$ cat src/rtl/grant_decoder_arbiter_if.sv
// Request/grant bundle between the eight requesters and the arbiter that
// owns the shared 3-to-8 select decoder.
interface grant_decoder_arbiter_if;
  logic [7:0] req;
  logic       done;
  logic [7:0] gnt;
  logic [2:0] gnt_idx;
  logic       gnt_valid;
  logic       preempt;

  // Requester side: raises requests and releases, observes the grant
  modport master (
    output req,
    output done,
    input  gnt,
    input  gnt_idx,
    input  gnt_valid,
    input  preempt
  );

  // Arbiter side: samples requests, drives the registered grant
  modport slave (
    input  req,
    input  done,
    output gnt,
    output gnt_idx,
    output gnt_valid,
    output preempt
  );
endinterface

$ cat src/rtl/grant_decoder_arbiter.sv
// Round-robin arbiter for eight requesters sharing one 3-to-8 select decoder.
// One owner at a time; the grant ends on done, on the owner dropping its
// request, or when the programmable hold limit runs out (flagged by preempt).
module grant_decoder_arbiter #(
  parameter int unsigned MAX_HOLD = 16
) (
  input logic                     clk,
  input logic                     rst_n,
  grant_decoder_arbiter_if.slave  bus
);

  typedef enum logic [0:0] {
    ST_IDLE  = 1'b0,
    ST_GRANT = 1'b1
  } state_t;

  // Hold limit is active only for a non-zero MAX_HOLD; the counter is cleared
  // on the first grant cycle, so MAX_HOLD-1 marks the last allowed cycle.
  localparam logic       HOLD_EN   = (MAX_HOLD != 32'd0);
  localparam logic [7:0] HOLD_LAST = (MAX_HOLD == 32'd0) ? 8'd0 : 8'(MAX_HOLD - 32'd1);

  state_t     r_state;
  state_t     w_state_nxt;
  logic [2:0] r_last;
  logic [2:0] r_idx;
  logic [7:0] r_cnt;
  logic [7:0] r_gnt;
  logic       r_valid;
  logic       r_preempt;

  logic [2:0] w_idx_nxt;
  logic [2:0] w_last_nxt;
  logic [7:0] w_cnt_nxt;
  logic [7:0] w_gnt_nxt;
  logic       w_valid_nxt;
  logic       w_preempt_nxt;

  logic       w_any_req;
  logic [2:0] w_winner;
  logic       w_rel_done;
  logic       w_rel_drop;
  logic       w_rel_tmo;
  logic       w_release;

  // First set request bit searching from last+1 upward with 3-bit wrap;
  // offset 8 wraps back onto last itself so a lone previous owner still wins.
  function automatic logic [2:0] rr_pick(input logic [7:0] req, input logic [2:0] last);
    logic [2:0] idx;
    logic [2:0] pick;
    logic       found;
    pick  = 3'd0;
    found = 1'b0;
    for (int k = 1; k <= 8; k++) begin
      idx = last + k[2:0];
      if (!found && req[idx]) begin
        pick  = idx;
        found = 1'b1;
      end else begin
        pick  = pick;
      end
    end
    return pick;
  endfunction

  assign w_any_req  = |bus.req;
  assign w_winner   = rr_pick(bus.req, r_last);
  assign w_rel_done = bus.done;
  assign w_rel_drop = ~bus.req[r_idx];
  assign w_rel_tmo  = HOLD_EN && (r_cnt == HOLD_LAST);
  assign w_release  = w_rel_done | w_rel_drop | w_rel_tmo;

  // State and registered outputs, synchronous active-low reset
  always_ff @(posedge clk) begin
    if (!rst_n) begin
      r_state   <= ST_IDLE;
      r_idx     <= 3'd0;
      r_last    <= 3'd7;
      r_cnt     <= 8'd0;
      r_gnt     <= 8'd0;
      r_valid   <= 1'b0;
      r_preempt <= 1'b0;
    end else begin
      r_state   <= w_state_nxt;
      r_idx     <= w_idx_nxt;
      r_last    <= w_last_nxt;
      r_cnt     <= w_cnt_nxt;
      r_gnt     <= w_gnt_nxt;
      r_valid   <= w_valid_nxt;
      r_preempt <= w_preempt_nxt;
    end
  end

  // Next state: arbitrate from IDLE, leave GRANT on any release condition
  always_comb begin
    w_state_nxt = r_state;
    case (r_state)
      ST_IDLE: begin
        if (w_any_req) begin
          w_state_nxt = ST_GRANT;
        end else begin
          w_state_nxt = ST_IDLE;
        end
      end
      ST_GRANT: begin
        if (w_release) begin
          w_state_nxt = ST_IDLE;
        end else begin
          w_state_nxt = ST_GRANT;
        end
      end
      default: begin
        w_state_nxt = ST_IDLE;
      end
    endcase
  end

  // Next values of the registered outputs, pointer and hold counter
  always_comb begin
    w_idx_nxt     = r_idx;
    w_last_nxt    = r_last;
    w_cnt_nxt     = r_cnt;
    w_valid_nxt   = 1'b0;
    w_preempt_nxt = 1'b0;
    case (r_state)
      ST_IDLE: begin
        if (w_any_req) begin
          w_idx_nxt   = w_winner;
          w_last_nxt  = w_winner;
          w_cnt_nxt   = 8'd0;
          w_valid_nxt = 1'b1;
        end else begin
          w_valid_nxt = 1'b0;
        end
      end
      ST_GRANT: begin
        if (w_release) begin
          w_valid_nxt   = 1'b0;
          // A coinciding done or request drop makes the release voluntary
          w_preempt_nxt = w_rel_tmo & ~w_rel_done & ~w_rel_drop;
        end else begin
          w_valid_nxt = 1'b1;
          w_cnt_nxt   = (r_cnt == 8'hFF) ? r_cnt : (r_cnt + 8'd1);
        end
      end
      default: begin
        w_valid_nxt   = 1'b0;
        w_preempt_nxt = 1'b0;
      end
    endcase
    w_gnt_nxt = w_valid_nxt ? (8'd1 << w_idx_nxt) : 8'd0;
  end

  assign bus.gnt       = r_gnt;
  assign bus.gnt_idx   = r_idx;
  assign bus.gnt_valid = r_valid;
  assign bus.preempt   = r_preempt;

endmodule

$ cat src/flat_wrapper.sv
// flat-port wrapper written by rule: the top's interface ports become plain ports
module grant_decoder_arbiter_flat 
#(
  parameter int unsigned MAX_HOLD = 16
)
  (clk, rst_n, bus_req, bus_done, bus_gnt, bus_gnt_idx, bus_gnt_valid, bus_preempt);
  grant_decoder_arbiter_if bus_i ();
  input logic clk;
  input logic rst_n;
  input wire logic [$bits(bus_i.req)-1:0] bus_req;
  input wire logic [$bits(bus_i.done)-1:0] bus_done;
  output wire logic [$bits(bus_i.gnt)-1:0] bus_gnt;
  output wire logic [$bits(bus_i.gnt_idx)-1:0] bus_gnt_idx;
  output wire logic [$bits(bus_i.gnt_valid)-1:0] bus_gnt_valid;
  output wire logic [$bits(bus_i.preempt)-1:0] bus_preempt;
  assign bus_i.req = bus_req;
  assign bus_i.done = bus_done;
  assign bus_gnt = bus_i.gnt;
  assign bus_gnt_idx = bus_i.gnt_idx;
  assign bus_gnt_valid = bus_i.gnt_valid;
  assign bus_preempt = bus_i.preempt;
  grant_decoder_arbiter #(.MAX_HOLD(MAX_HOLD)) u_core (.clk(clk), .rst_n(rst_n), .bus(bus_i));
endmodule
$ cat config.mk
export PLATFORM = sky130hd
export DESIGN_NAME = grant_decoder_arbiter_flat
export DESIGN_NICKNAME = d
export VERILOG_FILES = /design/src/rtl/grant_decoder_arbiter_if.sv /design/src/rtl/grant_decoder_arbiter.sv /design/src/flat_wrapper.sv
export SDC_FILE = /design/constraint.sdc
export NUM_CORES = 1
export LEC_CHECK = 0
export CAP_MARGIN = 40
export CORE_MARGIN = 2
export CORE_UTILIZATION = 34
export CTS_CLUSTER_DIAMETER = 80
export DETAILED_ROUTE_END_ITERATION = 10
export GPL_TIMING_DRIVEN = 0
export SLEW_MARGIN = 20
export SYNTH_ARGS = -nofsm -noshare
export SYNTH_HDL_FRONTEND = slang
export SYNTH_SLANG_ARGS = --single-unit
export TNS_END_PERCENT = 1
$ cat constraint.sdc
create_clock -name clk -period 4.2 [get_ports clk]
set_input_delay 0.63 -clock clk [delete_from_list [all_inputs] [get_ports clk]]
set_output_delay 0.63 -clock clk [all_outputs]
set_load 0.005 [all_outputs]
After elaboration in Yosys (flattened, before gate mapping)
Index checks and enable logic that the tools add are counted.
W data, S select, Z words.
{"block": "word_totals", "output_inout_bits": 13, "word_cells": 97, "input_bits": 11, "ff_bits": 24}
{"block": "op_classes", "reduce_logical": 19, "eq_ne": 5, "magnitude_cmp": 9, "bitwise_logic": 7, "shifts": 1, "n_addsub": 8, "mux": 42}
{"operator": "$lt A3 B4 Y1 const B", "count": 9}
{"operator": "$mux W3", "count": 10}
{"operator": "$bmux W1 S3", "count": 9}
{"operator": "$mux W8", "count": 3}
{"operator": "$mux W1", "count": 18}
{"operator": "$pmux W8 S2", "count": 1}
{"operator": "$add A3 B3 Y3 const B", "count": 4}
{"operator": "$add A8 B1 Y8 const B", "count": 1}
{"operator": "$eq A8 B4 Y1 const B", "count": 1}
{"operator": "$eq A8 B8 Y1 const B", "count": 1}
{"operator": "$reduce_or A8 Y1", "count": 1}
{"operator": "$shl A1 B3 Y8 const A", "count": 1}
{"operator": "$logic_and A1 B1 Y1", "count": 7}
{"operator": "$logic_not A1 Y1", "count": 7}
{"operator": "$add A3 B2 Y3 const B", "count": 2}
{"operator": "$reduce_and A3 Y1", "count": 2}
{"operator": "$ne A2 B2 Y1 const B", "count": 2}
{"operator": "$reduce_and A2 Y1", "count": 2}
{"operator": "$add A3 B1 Y3 const B", "count": 1}
{"operator": "$not A1 Y1", "count": 3}
{"operator": "$and A1 B1 Y1", "count": 2}
{"operator": "$ne A2 B1 Y1 const B", "count": 1}
{"operator": "$or A1 B1 Y1", "count": 2}
{"operator": "$pmux W1 S2", "count": 1}

Depth between registers and ports, before layout
{"block": "depth", "word_depth": 28, "ltp_mapped": 12, "depth_no_buf": 9}

Least setup slack after synthesis
No wires, ideal clock.
{"block": "synth_timing", "path_kind": "register -> register", "start": "register u_core.r_last[1]", "end": "register u_core.r_gnt[4] (netlist: u_core.bus.gnt[4])", "path_slack_ns": 0.160, "stages_incl_launch_ff": 12, "n_path_buf": 3, "required_time_ns": 4.084, "period_less_slack_ns": 4.040, "arrival_time_ns": 3.924, "setup_time_ns": 0.116, "path_cell_list": "dfxtp_1 > buf_2 > clkbuf_1 > inv_1 > ha_1 > clkbuf_1 > mux4_2 > mux2_4 > or4b_4 > or4b_4 > o311a_4 > and3b_1"}
{"block": "synth_between", "elab_chain_len": 28, "elab_cells_between_ends": 55, "cone_classes": "7 x add/sub; 1 x shift; 33 x mux; 14 x reduce/logical"}
{"item": "start: declaration", "line": "grant_decoder_arbiter.sv:24", "source": "logic [2:0] r_last;"}
{"item": "start signal: assignment", "line": "grant_decoder_arbiter.sv:85", "source": "r_last <= w_last_nxt;"}
{"item": "$add A3 B1 Y3", "line": "grant_decoder_arbiter.sv:54", "source": "idx = last + k[2:0];"}
{"item": "$bmux W1 S3", "line": "grant_decoder_arbiter.sv:55", "source": "if (!found && req[idx]) begin"}
{"item": "$mux W1 (not written as such)", "line": "grant_decoder_arbiter.sv:55"}
{"item": "$mux W1", "line": "grant_decoder_arbiter.sv:55"}
{"item": "$logic_not A1 Y1", "line": "grant_decoder_arbiter.sv:55"}
{"item": "$logic_and A1 B1 Y1", "line": "grant_decoder_arbiter.sv:55"}
{"item": "$mux W1", "line": "grant_decoder_arbiter.sv:55"}
{"item": "$logic_not A1 Y1", "line": "grant_decoder_arbiter.sv:55"}
{"item": "(+12 left out)"}
{"item": "$logic_and A1 B1 Y1", "line": "grant_decoder_arbiter.sv:55"}
{"item": "$mux W1", "line": "grant_decoder_arbiter.sv:55"}
{"item": "$logic_not A1 Y1", "line": "grant_decoder_arbiter.sv:55"}
{"item": "$logic_and A1 B1 Y1", "line": "grant_decoder_arbiter.sv:55"}
{"item": "$mux W3 (*)", "line": "grant_decoder_arbiter.sv:55"}
{"item": "$mux W3 (*)", "line": "grant_decoder_arbiter.sv:126", "source": "if (w_any_req) begin"}
{"item": "$mux W3 (*)", "line": "grant_decoder_arbiter.sv:124", "source": "case (r_state)"}
{"item": "$shl A1 B3 Y8 (*)", "line": "grant_decoder_arbiter.sv:150", "source": "w_gnt_nxt = w_valid_nxt ? (8'd1 << w_idx_nxt) : 8'd0;"}
{"item": "end signal: assignment", "line": "grant_decoder_arbiter.sv:87", "source": "r_gnt <= w_gnt_nxt;"}
{"item": "end: declaration", "line": "grant_decoder_arbiter.sv:27", "source": "logic [7:0] r_gnt;"}
Mark *: on every way between the ends. The rest lies on a longest branch, timed or not. The select of a mux whose other input is x is not followed.
A chain may end at the register's enable or synchronous reset.

Worst setup path after layout
{"block": "layout_timing", "start": "register u_core.r_last[0]", "end": "register u_core.r_gnt[4] (netlist: u_core.bus.gnt[4])"}
Same word-level chain as after synthesis.

==> metrics <==
status complete, no violations; Horiz. Die Dim 80.1 um; final setup violating endpoints 0; Synth cell types 56; CP endpoint kind register; Pleak 0.811 nW; Rel. slew slack 0.489; CP startpoint kind register; worst hold path class reg2reg; Iter 0 DRT Violations 186; Post-Route WL 5080 um; fin crit period 3.96 ns; part of the cycle the worst path needs 0.942; post-synth top area share 0.244; Starting Density 0.355; antenna viol nets, final 0; hold_buf cts 0; vias per cell approximately 5.7; Synth async-reset ratio 0; commonest non-fill, non-tap cell in the layout dfxtp_1; WS Path Type reg2reg; setup bufs post-CTS 0; total CTS buffers 3; register area share after synthesis 0.244; initial antenna violation count 0; number of H-tree levels 1; DP Cell Count 297; clk slew on worst S/H paths around 0.09 ns; FMAX 253 MHz; Layout Area Growth over Synthesis 20.3%; Pre-antenna DRT Iters 4; area of the core 5540 um^2; DP Worst Slack -0.445 ns; syn_nets 216; maximum buffer depth of the clock tree 2; Synth area leaders dfxtp_1 (24%), mux4_2 (23%), nand2_1 (3.8%), mux2_2 (2.9%), a21oi_1 (2.8%); Die ar. between 6000 and 7000 um^2; max-cap violation count 0; worst clock skew between 0.006 and 0.007 ns; Max VDD drop between 300 and 400 uV; TritonCTS clock tree built; # IOs 24; GRT Util Overall 0.163; pin count of the biggest net entering global routing 17; Die Height 80.1 um; Fin. Hold Viols 0; final std cells w/o fill 300; first-pass GRT wire length around 8300 um; CTS root buffer clkbuf_8; CTS sink count 24; Final Wtd Congestion 0.834; CP max FO 10; Seq cells post-synth 24; Worst Tran Pin Value 0.745 ns; Pins Over Slew Limit 0; Site Rows 27; Syn. warnings 0; NumNets Final 243; FILL cells 566; Avg Cell Area, Syn 9.74 um^2; Arr. time, crit path 4.13 ns; port bufs 23; GRT overflow 0; final total power 1.78 mW; DRC Markers 0; Main synth FF type dfxtp_1; layout cells sized above 1 0.215; power per standard cell area 752 nW/um^2; Post-Syn Area 1970 um^2; most frequent cells in the layout dfxtp_1 (24), clkdlybuf4s50_1 (23), nand2_1 (20), mux4_2 (20); RSZ-0062 raised after global routing false; drt wl/cell about 17 um; Final HPWL DP 3710 um; count of flip-flops with a built-in enable after synthesis 0; Synth area leader dfxtp_1; clk_lat worst skew between 0.2 and 0.3 ns; diode count 0; number of global-route vias before repair about 1700; Worst Path Required 4.37 ns; Post-Syn Instances between 200 and 250; via count 1713; final worst slack roughly 0.24 ns
==> cells in the mapped netlist (2+ instances only) <==
cell	number
dfxtp_1	24
mux4_2	20
nand2_1	20
a21oi_1	11
nor2_1	11
clkbuf_1	10
nor3_1	8
o21ai_0	7
nor2b_1	6
mux2_2	5
mux2i_1	5
xnor2_1	5
buf_2	4
nand2b_1	4
nand3_1	4
a211oi_1	3
ha_1	3
inv_1	3
nor4b_1	3
o211ai_1	3
a21o_1	2
and3_1	2
clkinv_1	2
nor4_1	2
or2_2	2
or3_1	2
or4b_4	2
==> routing by layer <==
layer | global-route usage | up-vias | part of all wire | routed length (um)
li1 | - | 837 | - | -
met1 | 0.239 | 822 | 0.49 | 2470
met2 | 0.252 | 50 | 0.45 | 2310
met3 | 0.0270 | 4 | 0.053 | 270
met4 | 0.0339 | 0 | 0.0061 | 31
met5 | 0 | - | 0 | 0
==> stage by stage <==
stage               utilization  hold slack [ns]  setup TNS [ns]  cell area, um^2
floorplan                     -            0.449               0             1970
CTS                       0.425            0.485               0             2360
finish                    0.428            0.482               0             2370
global route              0.428            0.508               0             2370
global placement          0.413            0.463           -3.68             2290
detailed placement        0.413            0.472           -4.26             2290
==> worst max-delay path, stage by stage, from the launching register on <==
cell	delay (ns)
dfxtp_1	0.35
buf_4	0.16
buf_4	0.21
clkinvlp_4	0.16
ha_1	0.34
clkbuf_4	0.24
mux4_2	0.38
mux2_4	0.33
or4b_4	0.58
or4b_4	0.55
o311a_4	0.36
and3b_1	0.18
==> final cells by class <==
cell class / instances / area, um^2 / area share
Buffer: 14 / 70.1 / 0.0296
Clock buffer: 3 / 41.3 / 0.0174
Clock inverter: 1 / 30.0 / 0.0127
Inverter: 5 / 22.5 / 0.00951
Multi-Input combinational cell: 158 / 1400 / 0.593
Sequential cell: 24 / 480 / 0.203
Tap cell: 72 / 90.1 / 0.0380
Timing Repair Buffer: 23 / 230 / 0.0972
==> path summary, 6_finish.rpt <==
check                                      from                            to  slack, ns  cells past startpoint
setup reg to reg  u_core.r_last[0]$_SDFFE_PN1P_  u_core.bus.gnt[4]$_SDFF_PN0_       0.24                     11
hold reg to reg    u_core.r_cnt[1]$_SDFFE_PN0P_  u_core.r_cnt[1]$_SDFFE_PN0P_       0.48                      2
hold / removal     u_core.r_cnt[1]$_SDFFE_PN0P_  u_core.r_cnt[1]$_SDFFE_PN0P_       0.48                      2
setup / recovery  u_core.r_last[0]$_SDFFE_PN1P_  u_core.bus.gnt[4]$_SDFF_PN0_       0.24                     11
==> registers in the layout, indices dropped and copies added, names as in the netlist <==
name	flops
u_core.bus.preempt	1
u_core.r_cnt	8
u_core.r_last	3
u_core.r_state	1
u_core.bus.gnt_idx	3
u_core.bus.gnt	8
==> kinds of logic (layout without fill, tap and decap cells) <==
logic type,count (synthesis),count (layout),share of synthesized area
buffers and inverters,20,46,0.0426
muxes,31,31,0.291
AOI/OAI and AO/OA,47,47,0.181
and+or+nand+nor,71,71,0.196
xor gates and xnor gates,6,6,0.0267
DFF,24,24,0.244
adders and majority gates,3,3,0.0191
==> what timing repair did <==
| action | in CTS | in global routing |
|---|---|---|
| endpoints found under the setup margin | 12 | 10 |
| resized for setup | 1 | 6 |
| pin swaps | 0 | 0 |
==> power breakdown <==
part / total, mW / internal (mW) / switching (mW)
combinational: 1.27 / 0.602 / 0.667
clock: 0.201 / 0.127 / 0.0736
sequential: 0.311 / 0.279 / 0.0322
total: 1.78 / 1.01 / 0.773
Power figures use the tool's default switching activity.
